==> config.mk <==
export PLATFORM = sky130hd
export DESIGN_NAME = regfile_dumper
export DESIGN_NICKNAME = d
export VERILOG_FILES = /design/src/rtl/regdump_pkg.sv /design/src/rtl/regfile_dumper.sv
export SDC_FILE = /design/constraint.sdc
export NUM_CORES = 1
export LEC_CHECK = 0
export CORE_MARGIN = 1.5
export CORE_UTILIZATION = 40
export DETAILED_ROUTE_END_ITERATION = 7
export GPL_ROUTABILITY_DRIVEN = 0
export PLACE_DENSITY = 0.72
export SLEW_MARGIN = 20
export SYNTH_ARGS = -nofsm -noshare
export SYNTH_HDL_FRONTEND = slang
export SYNTH_SLANG_ARGS = --single-unit
==> constraint.sdc <==
create_clock -name clk -period 5.3 [get_ports clk]
set_input_delay 1.06 -clock clk [delete_from_list [all_inputs] [get_ports clk]]
set_output_delay 1.06 -clock clk [all_outputs]
set_load 0.005 [all_outputs]
==> src/rtl/regdump_pkg.sv <==
// Shared types and constants for the register-file dumper.
// Defining REGDUMP_CHECKSUM_EN adds the trailing XOR checksum state.
package regdump_pkg;
  localparam int NUM_REGS_DEF = 32;
  localparam int DATA_W_DEF   = 32;
  localparam int ADDR_W       = 5;

  typedef enum logic [2:0] {
    IDLE = 3'd0,
    ADDR = 3'd1,
    WAIT = 3'd2,
`ifdef REGDUMP_CHECKSUM_EN
    SEND = 3'd3,
    CSUM = 3'd4
`else
    SEND = 3'd3
`endif
  } state_t;
endpackage

==> src/rtl/regfile_dumper.sv <==
// Walks a registered-read register file and streams every word over valid/ready.
// With REGDUMP_CHECKSUM_EN defined, an XOR checksum word (addr 0, last) follows the registers.
module regfile_dumper
  import regdump_pkg::*;
#(
  parameter int NUM_REGS = NUM_REGS_DEF,
  parameter int DATA_W   = DATA_W_DEF
) (
  input  logic              clk,
  input  logic              rst_n,
  input  logic              start,
  output logic [ADDR_W-1:0] rf_addr,
  input  logic [DATA_W-1:0] rf_data,
  output logic              dump_valid,
  input  logic              dump_ready,
  output logic [DATA_W-1:0] dump_data,
  output logic [ADDR_W-1:0] dump_addr,
  output logic              dump_last,
  output logic              busy,
  output logic              done
);

  localparam logic [ADDR_W-1:0] LAST_IDX = ADDR_W'(NUM_REGS - 1);

  state_t            state_r;
  logic [ADDR_W-1:0] index_r;
`ifdef REGDUMP_CHECKSUM_EN
  logic [DATA_W-1:0] csum_r;
`endif

  // Dump sequencer: state, index and every output are registered here.
  always_ff @(posedge clk or negedge rst_n) begin
    if (!rst_n) begin
      state_r    <= IDLE;
      index_r    <= {ADDR_W{1'b0}};
`ifdef REGDUMP_CHECKSUM_EN
      csum_r     <= {DATA_W{1'b0}};
`endif
      rf_addr    <= {ADDR_W{1'b0}};
      dump_valid <= 1'b0;
      dump_data  <= {DATA_W{1'b0}};
      dump_addr  <= {ADDR_W{1'b0}};
      dump_last  <= 1'b0;
      busy       <= 1'b0;
      done       <= 1'b0;
    end else begin
      done <= 1'b0;
      case (state_r)
        IDLE: begin
          if (start) begin
            state_r <= ADDR;
            index_r <= {ADDR_W{1'b0}};
            rf_addr <= {ADDR_W{1'b0}};
            busy    <= 1'b1;
`ifdef REGDUMP_CHECKSUM_EN
            csum_r  <= {DATA_W{1'b0}};
`endif
          end
        end
        ADDR: begin
          state_r <= WAIT;
        end
        WAIT: begin
          dump_data  <= rf_data;
          dump_addr  <= index_r;
          dump_valid <= 1'b1;
`ifdef REGDUMP_CHECKSUM_EN
          dump_last  <= 1'b0;
`else
          dump_last  <= (index_r == LAST_IDX);
`endif
          state_r    <= SEND;
        end
        SEND: begin
          if (dump_ready) begin
            dump_valid <= 1'b0;
`ifdef REGDUMP_CHECKSUM_EN
            csum_r     <= csum_r ^ dump_data;
`endif
            if (index_r < LAST_IDX) begin
              index_r <= index_r + 5'd1;
              rf_addr <= index_r + 5'd1;
              state_r <= ADDR;
            end else begin
              rf_addr <= {ADDR_W{1'b0}};
`ifdef REGDUMP_CHECKSUM_EN
              // The checksum word folds in the final register being accepted now.
              dump_data  <= csum_r ^ dump_data;
              dump_addr  <= {ADDR_W{1'b0}};
              dump_valid <= 1'b1;
              dump_last  <= 1'b1;
              state_r    <= CSUM;
`else
              dump_last <= 1'b0;
              busy      <= 1'b0;
              done      <= 1'b1;
              state_r   <= IDLE;
`endif
            end
          end
        end
`ifdef REGDUMP_CHECKSUM_EN
        CSUM: begin
          if (dump_ready) begin
            dump_valid <= 1'b0;
            dump_last  <= 1'b0;
            busy       <= 1'b0;
            done       <= 1'b1;
            state_r    <= IDLE;
          end
        end
`endif
        default: begin
          state_r    <= IDLE;
          rf_addr    <= {ADDR_W{1'b0}};
          dump_valid <= 1'b0;
          dump_last  <= 1'b0;
          busy       <= 1'b0;
        end
      endcase
    end
  end

endmodule

==> reports/metrics.csv, run 1 <==
stage,metric,value,unit
run_status,status,finished clean,
cts,largest buffer count on any clock path,2,
detailed_routing,routed via count,1613,
power_and_ir_drop,Power Dens Cells,546.8,nW/um2
floorplan,Starting Density,41.85,%
floorplan,die width,79.13,um
worst_setup_path,Startpoint Class,input pin,
timing,worst rel slew slack,38.26,%
grt,largest net degree at the start of global routing,54,
cts,H-Tree Depth,2,
worst_setup_path,R2R setup slack,3220,ps
worst_setup_path,crit path kind,in -> reg,
floorplan,die footprint,6262,um2
synthesis,mapped cell area,2318,um2
power_and_ir_drop,maximum VDD drop,0.3028,mV
grt,initial antenna violation count,0,
timing,Period minus WS final,2421,ps
cts,clock root cell,clkbuf_8,
detailed_routing,Via density,5.041,
detailed_routing,TritonRoute pass-1 iters,4,
place,post-DP HPWL,3213,um
cts,clock sink count,53,
synthesis,"top cells by area, synth","dfrtp_1, mux2_2, ha_1, o31ai_1, buf_6",
grt,first-pass GRT wire length,7672,um
worst_setup_path,Crit path arrival time,2660,ps
synthesis,Synth area leader,dfrtp_1,
place,placed insts,312,
worst_setup_path,max incr delay on CP,610,ps
synthesis,post-synth top area share,57.20,%
floorplan,I/O pin total,82,
synthesis,"FFs w/ async S/R, synth",100.0,%
final_layout,fin nets,289,
cts,number of setup buffers added after CTS,0,
grt,vias in the first global route,1557,
timing,unrepaired setup endpoints after global routing,false,
grt,global-route usage over all layers,15.73,%
worst_setup_path,crit-path max FO,12,
final_layout,layout cells sized above 1,21.37,%
floorplan,die span in y,79.13,um
timing,Fin. Hold Viols,0,
floorplan,Rows,27,
power_and_ir_drop,total power draw,1.780,mW
detailed_routing,Detailed Route WL,4693,um
final_layout,Layout area overhead,40.42,%
timing,Hold Worst Slack,509.8,ps
synthesis,sequential area share after synthesis,57.20,%
final_layout,Layout Cells excl Fill,320,
synthesis,Syn Nets,210,
cts,"CTS clk-pin slew, worst paths",90,ps
worst_hold_path,path category of the worst min-delay check,reg -> reg,
detailed_routing,# DRC,0,
timing,slew at the pin closest to its max-slew limit,926.2,ps
detailed_routing,Initial DRC Count,86,
final_layout,n_diodes,0,
synthesis,Synth Flop Type,dfrtp_1,
timing,fin crit share,45.67,%
synthesis,top-count cell post-synth,dfrtp_1,
worst_setup_path,CP required,5540,ps
synthesis,Post-synth EDFFs,0,
grt,Congestion Overflow GR,0,
timing,Final Skew,9.664,ps
timing,f_max,413.1,MHz
final_layout,"Core Util, Final",58.76,%
synthesis,"flops & latches, synth",53,
timing,Setup Total Neg Slack,0,ps
detailed_routing,ANT nets after route,0,
timing,"Slew Viols, Final",0,
power_and_ir_drop,leakage power,1.360,nW
floorplan,core footprint,5540,um2
cts,clock latency on the worst-skew pair,310,ps
synthesis,Avg Inst Size Synth,13.80,um2
worst_setup_path,"critical path, cell by cell",clkdlybuf4s50_1 -> nor2b_1 -> or3_1 -> a22o_1,
run,max cap viols,0,
synthesis,top cell types by occurrence after synthesis,"dfrtp_1, mux2_2, ha_1, inv_1",
timing,Final Setup Violations,0,
place,input/output buffers,81,
cts,Inserted Clock Buffers,5,
detailed_routing,WL/cell,14.67,um
synthesis,Yosys Warn Count,0,
cts,post_cts resized,0,
cts,CTS tree,yes,
cts,CTS Hold Bufs,0,
worst_setup_path,CP Capture Type,flip-flop,
worst_setup_path,slowest CP cell,nor2b_1,
synthesis,synth unique cells,36,
synthesis,synthesized instance count,168,
[flip-flops by register name, indices dropped and copies added, names as in the netlist]
register	count
busy	1
dump_last	1
dump_addr	5
done	1
dump_data	32
state_r	2
dump_valid	1
rf_addr	5
index_r	5
[cell families after synthesis]
logic type                 synth area share, %
DFF                                      57.20
muxes                                    18.46
AOI/OAI and AO/OA                        10.15
and+or+nand+nor                          6.422
buffers and inverters                    3.777
adders and majority gates                3.238
xor gates and xnor gates                0.7557
[placed cells by master (no fill, tap or decap), types with 4 or more instances in the layout]
master            n
a21oi_1           4
and3_1            4
clkbuf_8          6
clkdlybuf4s50_1  80
dfrtp_1          53
ha_1              5
inv_1             6
mux2_2           38
nand2_1           5
o31ai_1           5
[critical path, delay by kind of cell]
| family | cells | cell delay [ps] |
|---|---|---|
| AO/OA/AOI/OAI | 1 | 190 |
| buffers and inverters | 1 | 430 |
| AND/OR/NAND/NOR | 2 | 980 |
[path summary, 6_finish.rpt]
path	from	end	cells past startpoint
min in group asynchronous	rst_n	dump_data[19]$_DFFE_PN0P_	2
worst min-delay path	dump_data[10]$_DFFE_PN0P_	dump_data[10]$_DFFE_PN0P_	1
max in group asynchronous	rst_n	index_r[4]$_DFFE_PN0P_	2
worst max register to register	state_r[1]$_DFFE_PN0P_	rf_addr[1]$_DFFE_PN0P_	4
worst max-delay path	dump_ready	rf_addr[1]$_DFFE_PN0P_	4
worst min register to register	dump_data[10]$_DFFE_PN0P_	dump_data[10]$_DFFE_PN0P_	1
[metrics by stage]
step	setup slack (ps)	cell area (um2)
after detailed placement	2574	3159
after CTS	2894	3256
after floorplan	3321	2318
after global placement	2585	3159
after global routing	2794	3256
final	2879	3256
[area by class of cell]
cell class | count | area, um2
Tap cell | 72 | 90.09
Timing Repair Buffer | 82 | 813.3
Fill cell | 440 | 2285
Sequential cell | 53 | 1326
Inverter | 6 | 22.52
Clock buffer | 6 | 82.58
Multi-Input combinational cell | 99 | 907.1
Clock inverter | 2 | 13.76
[layer usage]
layer | routed length [um] | track usage, % | part of all wire [%] | up-vias
li1 | - | - | - | 779
met1 | 2200 | 22.01 | 47 | 781
met2 | 2157 | 24.10 | 46 | 51
met3 | 313 | 4.598 | 6.7 | 2
met4 | 21 | 3.684 | 0.45 | 0
met5 | 0 | 0 | 0 | -
[report_power, final]
part / switching, mW / total, mW / leakage, nW / internal, mW
clock: 0.128 / 0.234 / 0.0512 / 0.106
sequential: 0.0976 / 0.675 / 0.650 / 0.577
combinational: 0.330 / 0.871 / 0.659 / 0.541
total: 0.556 / 1.78 / 1.36 / 1.22
Power figures use the tool's default switching activity.
==> inputs of run 2 (changes only) <==
Clock period 5.3 ns to 2.3 ns, I/O delays scaled along.
==> run 2 against run 1 <==
Against the previous run:
- cell area grew 0.92%
- die area did not move
- clock skew down 3.4 ps
- total power grew 130%
- sequential share of layout area shrank 0.37 points
- wire length rose by 0.83%
- combinational power increased by 140%
- first-iteration DRC count grew 30%
- global-route usage increased by 0.052 points
- critical path depth increased by 1
- setup slack lost 2400 ps
- critical path type is now reg -> reg
- critical endpoint is now rf_addr[4]$_DFFE_PN0P_
==> reports/metrics.csv, run 2 (same netlist as run 1, synthesis figures left out) <==
stage,metric,value,unit
timing,Setup Total Neg Slack,0,ps
grt,initial antenna violation count,0,
final_layout,n_diodes,0,
final_layout,Layout area overhead,41.72,%
final_layout,FILL cells,474,
timing,worst setup margin,476.7,ps
detailed_routing,routed via count,1647,
detailed_routing,Detailed Route WL,4732,um
detailed_routing,WL met3,273,um
cts,largest buffer count on any clock path,2,
timing,slew at the pin closest to its max-slew limit,666.2,ps
worst_setup_path,crit path kind,reg -> reg,
power_and_ir_drop,Power Dens Cells,1261,nW/um2
timing,Final Setup Violations,0,
floorplan,die footprint,6262,um2
grt,Congestion Overflow GR,0,
detailed_routing,Met2 Wirelength,2236,um
timing,Final Skew,6.305,ps
power_and_ir_drop,maximum VDD drop,0.6315,mV
timing,Period minus WS final,1823,ps
timing,f_max,548.5,MHz
worst_setup_path,CP Capture Type,flip-flop,
cts,H-Tree Depth,2,
floorplan,Rows,27,
detailed_routing,# DRC,0,
run,max cap viols,0,
cts,clock sink count,53,
detailed_routing,Via density,5.083,
detailed_routing,met1 WL,2164,um
place,input/output buffers,81,
cts,CTS Hold Bufs,0,
floorplan,Starting Density,41.85,%
worst_setup_path,Startpoint Class,flip-flop,
cts,"CTS clk-pin slew, worst paths",90,ps
grt,vias in the first global route,1592,
worst_setup_path,CP required,2490,ps
cts,post_cts resized,0,
detailed_routing,Max Used Layer,met4,
worst_setup_path,R2R depth,5,
final_layout,"Most flops, register",dump_data,
final_layout,fin nets,293,
grt,largest net degree at the start of global routing,54,
grt,global-route usage over all layers,15.79,%
worst_setup_path,R2R setup slack,480,ps
detailed_routing,WL/cell,14.60,um
cts,CTS tree,yes,
cts,clock root cell,clkbuf_8,
place,pre-CTS WS,231.5,ps
final_layout,max reg flops,32,
detailed_routing,ANT nets after route,0,
detailed_routing,Initial DRC Count,112,
worst_setup_path,crit-path max FO,12,
timing,worst rel slew slack,55.59,%
final_layout,multi-input logic area,907.1,um2
run_status,status,finished clean,
final_layout,layout cells sized above 1,21.83,%
power_and_ir_drop,leakage power,1.371,nW
final_layout,"commonest non-fill, non-tap cell in the layout",clkdlybuf4s50_1,
final_layout,Seq. cell area,1326,um2
detailed_routing,TritonRoute pass-1 iters,4,
cts,number of setup buffers added after CTS,0,
floorplan,die width,79.13,um
timing,Fin. Hold Viols,0,
final_layout,"Core Util, Final",59.30,%
worst_setup_path,Crit path arrival time,2010,ps
final_layout,"commonest non-fill, non-tap cells in the layout","clkdlybuf4s50_1, dfrtp_1, mux2_2",
timing,unrepaired setup endpoints after global routing,false,
worst_setup_path,Worst R2R Start,state_r[0]$_DFFE_PN0P_,
grt,first-pass GRT wire length,7665,um
floorplan,I/O pin total,82,
timing,"Slew Viols, Final",0,
floorplan,core footprint,5540,um2
cts,clock latency on the worst-skew pair,300,ps
worst_hold_path,path category of the worst min-delay check,in -> async,
timing,fin crit share,79.27,%
place,post-DP HPWL,3440,um
cts,Inserted Clock Buffers,5,
floorplan,die span in y,79.13,um
worst_setup_path,reg-to-reg endpoint,rf_addr[4]$_DFFE_PN0P_,
-- run 2: changes by cell type in the layout (fill, tap and decap cells not counted) --
cell and change:
clkinv_4 -1, buf_4 +3, clkinvlp_4 +1, buf_12 +1, clkinv_2 -1, clkbuf_8 -1
clkbuf_1 +2
-- run 2: cell type report --
| type | count | area share, % |
|---|---|---|
| flip-flops and latches | 53 | 40.37 |
| repair buffers | 86 | 26.05 |
| inverters | 6 | 0.6855 |
| clock inverters | 1 | 0.2285 |
| well taps | 72 | 2.742 |
| multi-input cells | 99 | 27.61 |
| clock buffers | 7 | 2.323 |
-- run 2: metrics by stage --
| stage | cells | hold slack [ps] | area [um2] | power (mW) |
|---|---|---|---|---|
| final | 324 | 257.7 | 3286 | 4.143 |
| after global routing | 324 | 323.6 | 3286 | 4.440 |
| after CTS | 324 | 284.4 | 3286 | 4.195 |
| after detailed placement | 316 | 494.0 | 3202 | 3.692 |
| after global placement | 316 | 487.4 | 3202 | 3.631 |
| after floorplan | 168 | 164.4 | 2318 | 2.692 |
-- run 2: report_power, final --
group | internal, mW | switching, mW
combinational | 1.30 | 0.792
sequential | 1.33 | 0.220
clock | 0.216 | 0.284
-- run 2: how the worst max path moves through the flow --
stage                                      start                endpoint  slack [ps]  depth (start not counted)
after global routing      state_r[1]$_DFFE_PN0P_  rf_addr[1]$_DFFE_PN0P_         400                          5
after global placement                dump_ready  rf_addr[2]$_DFFE_PN0P_         280                          5
final                     state_r[0]$_DFFE_PN0P_  rf_addr[4]$_DFFE_PN0P_         480                          5
after floorplan           state_r[0]$_DFFE_PN0P_  rf_addr[1]$_DFFE_PN0P_         590                          7
after CTS                 state_r[0]$_DFFE_PN0P_  rf_addr[4]$_DFFE_PN0P_         480                          5
after detailed placement              dump_ready  rf_addr[2]$_DFFE_PN0P_         230                          5
-- run 2: per-layer routing --
layer  GRT usage [%]  vias up
li1                -      785
met2           25.73       58
met3           2.989        7
met5               0        -
met1           21.08      797
met4           5.439        0
-- run 2: critical path: stages (launching register included) --
cell and delay, ps:
dfrtp_1 420, ha_1 230, nor2b_1 140, buf_4 170
or3_1 480, a22o_1 280
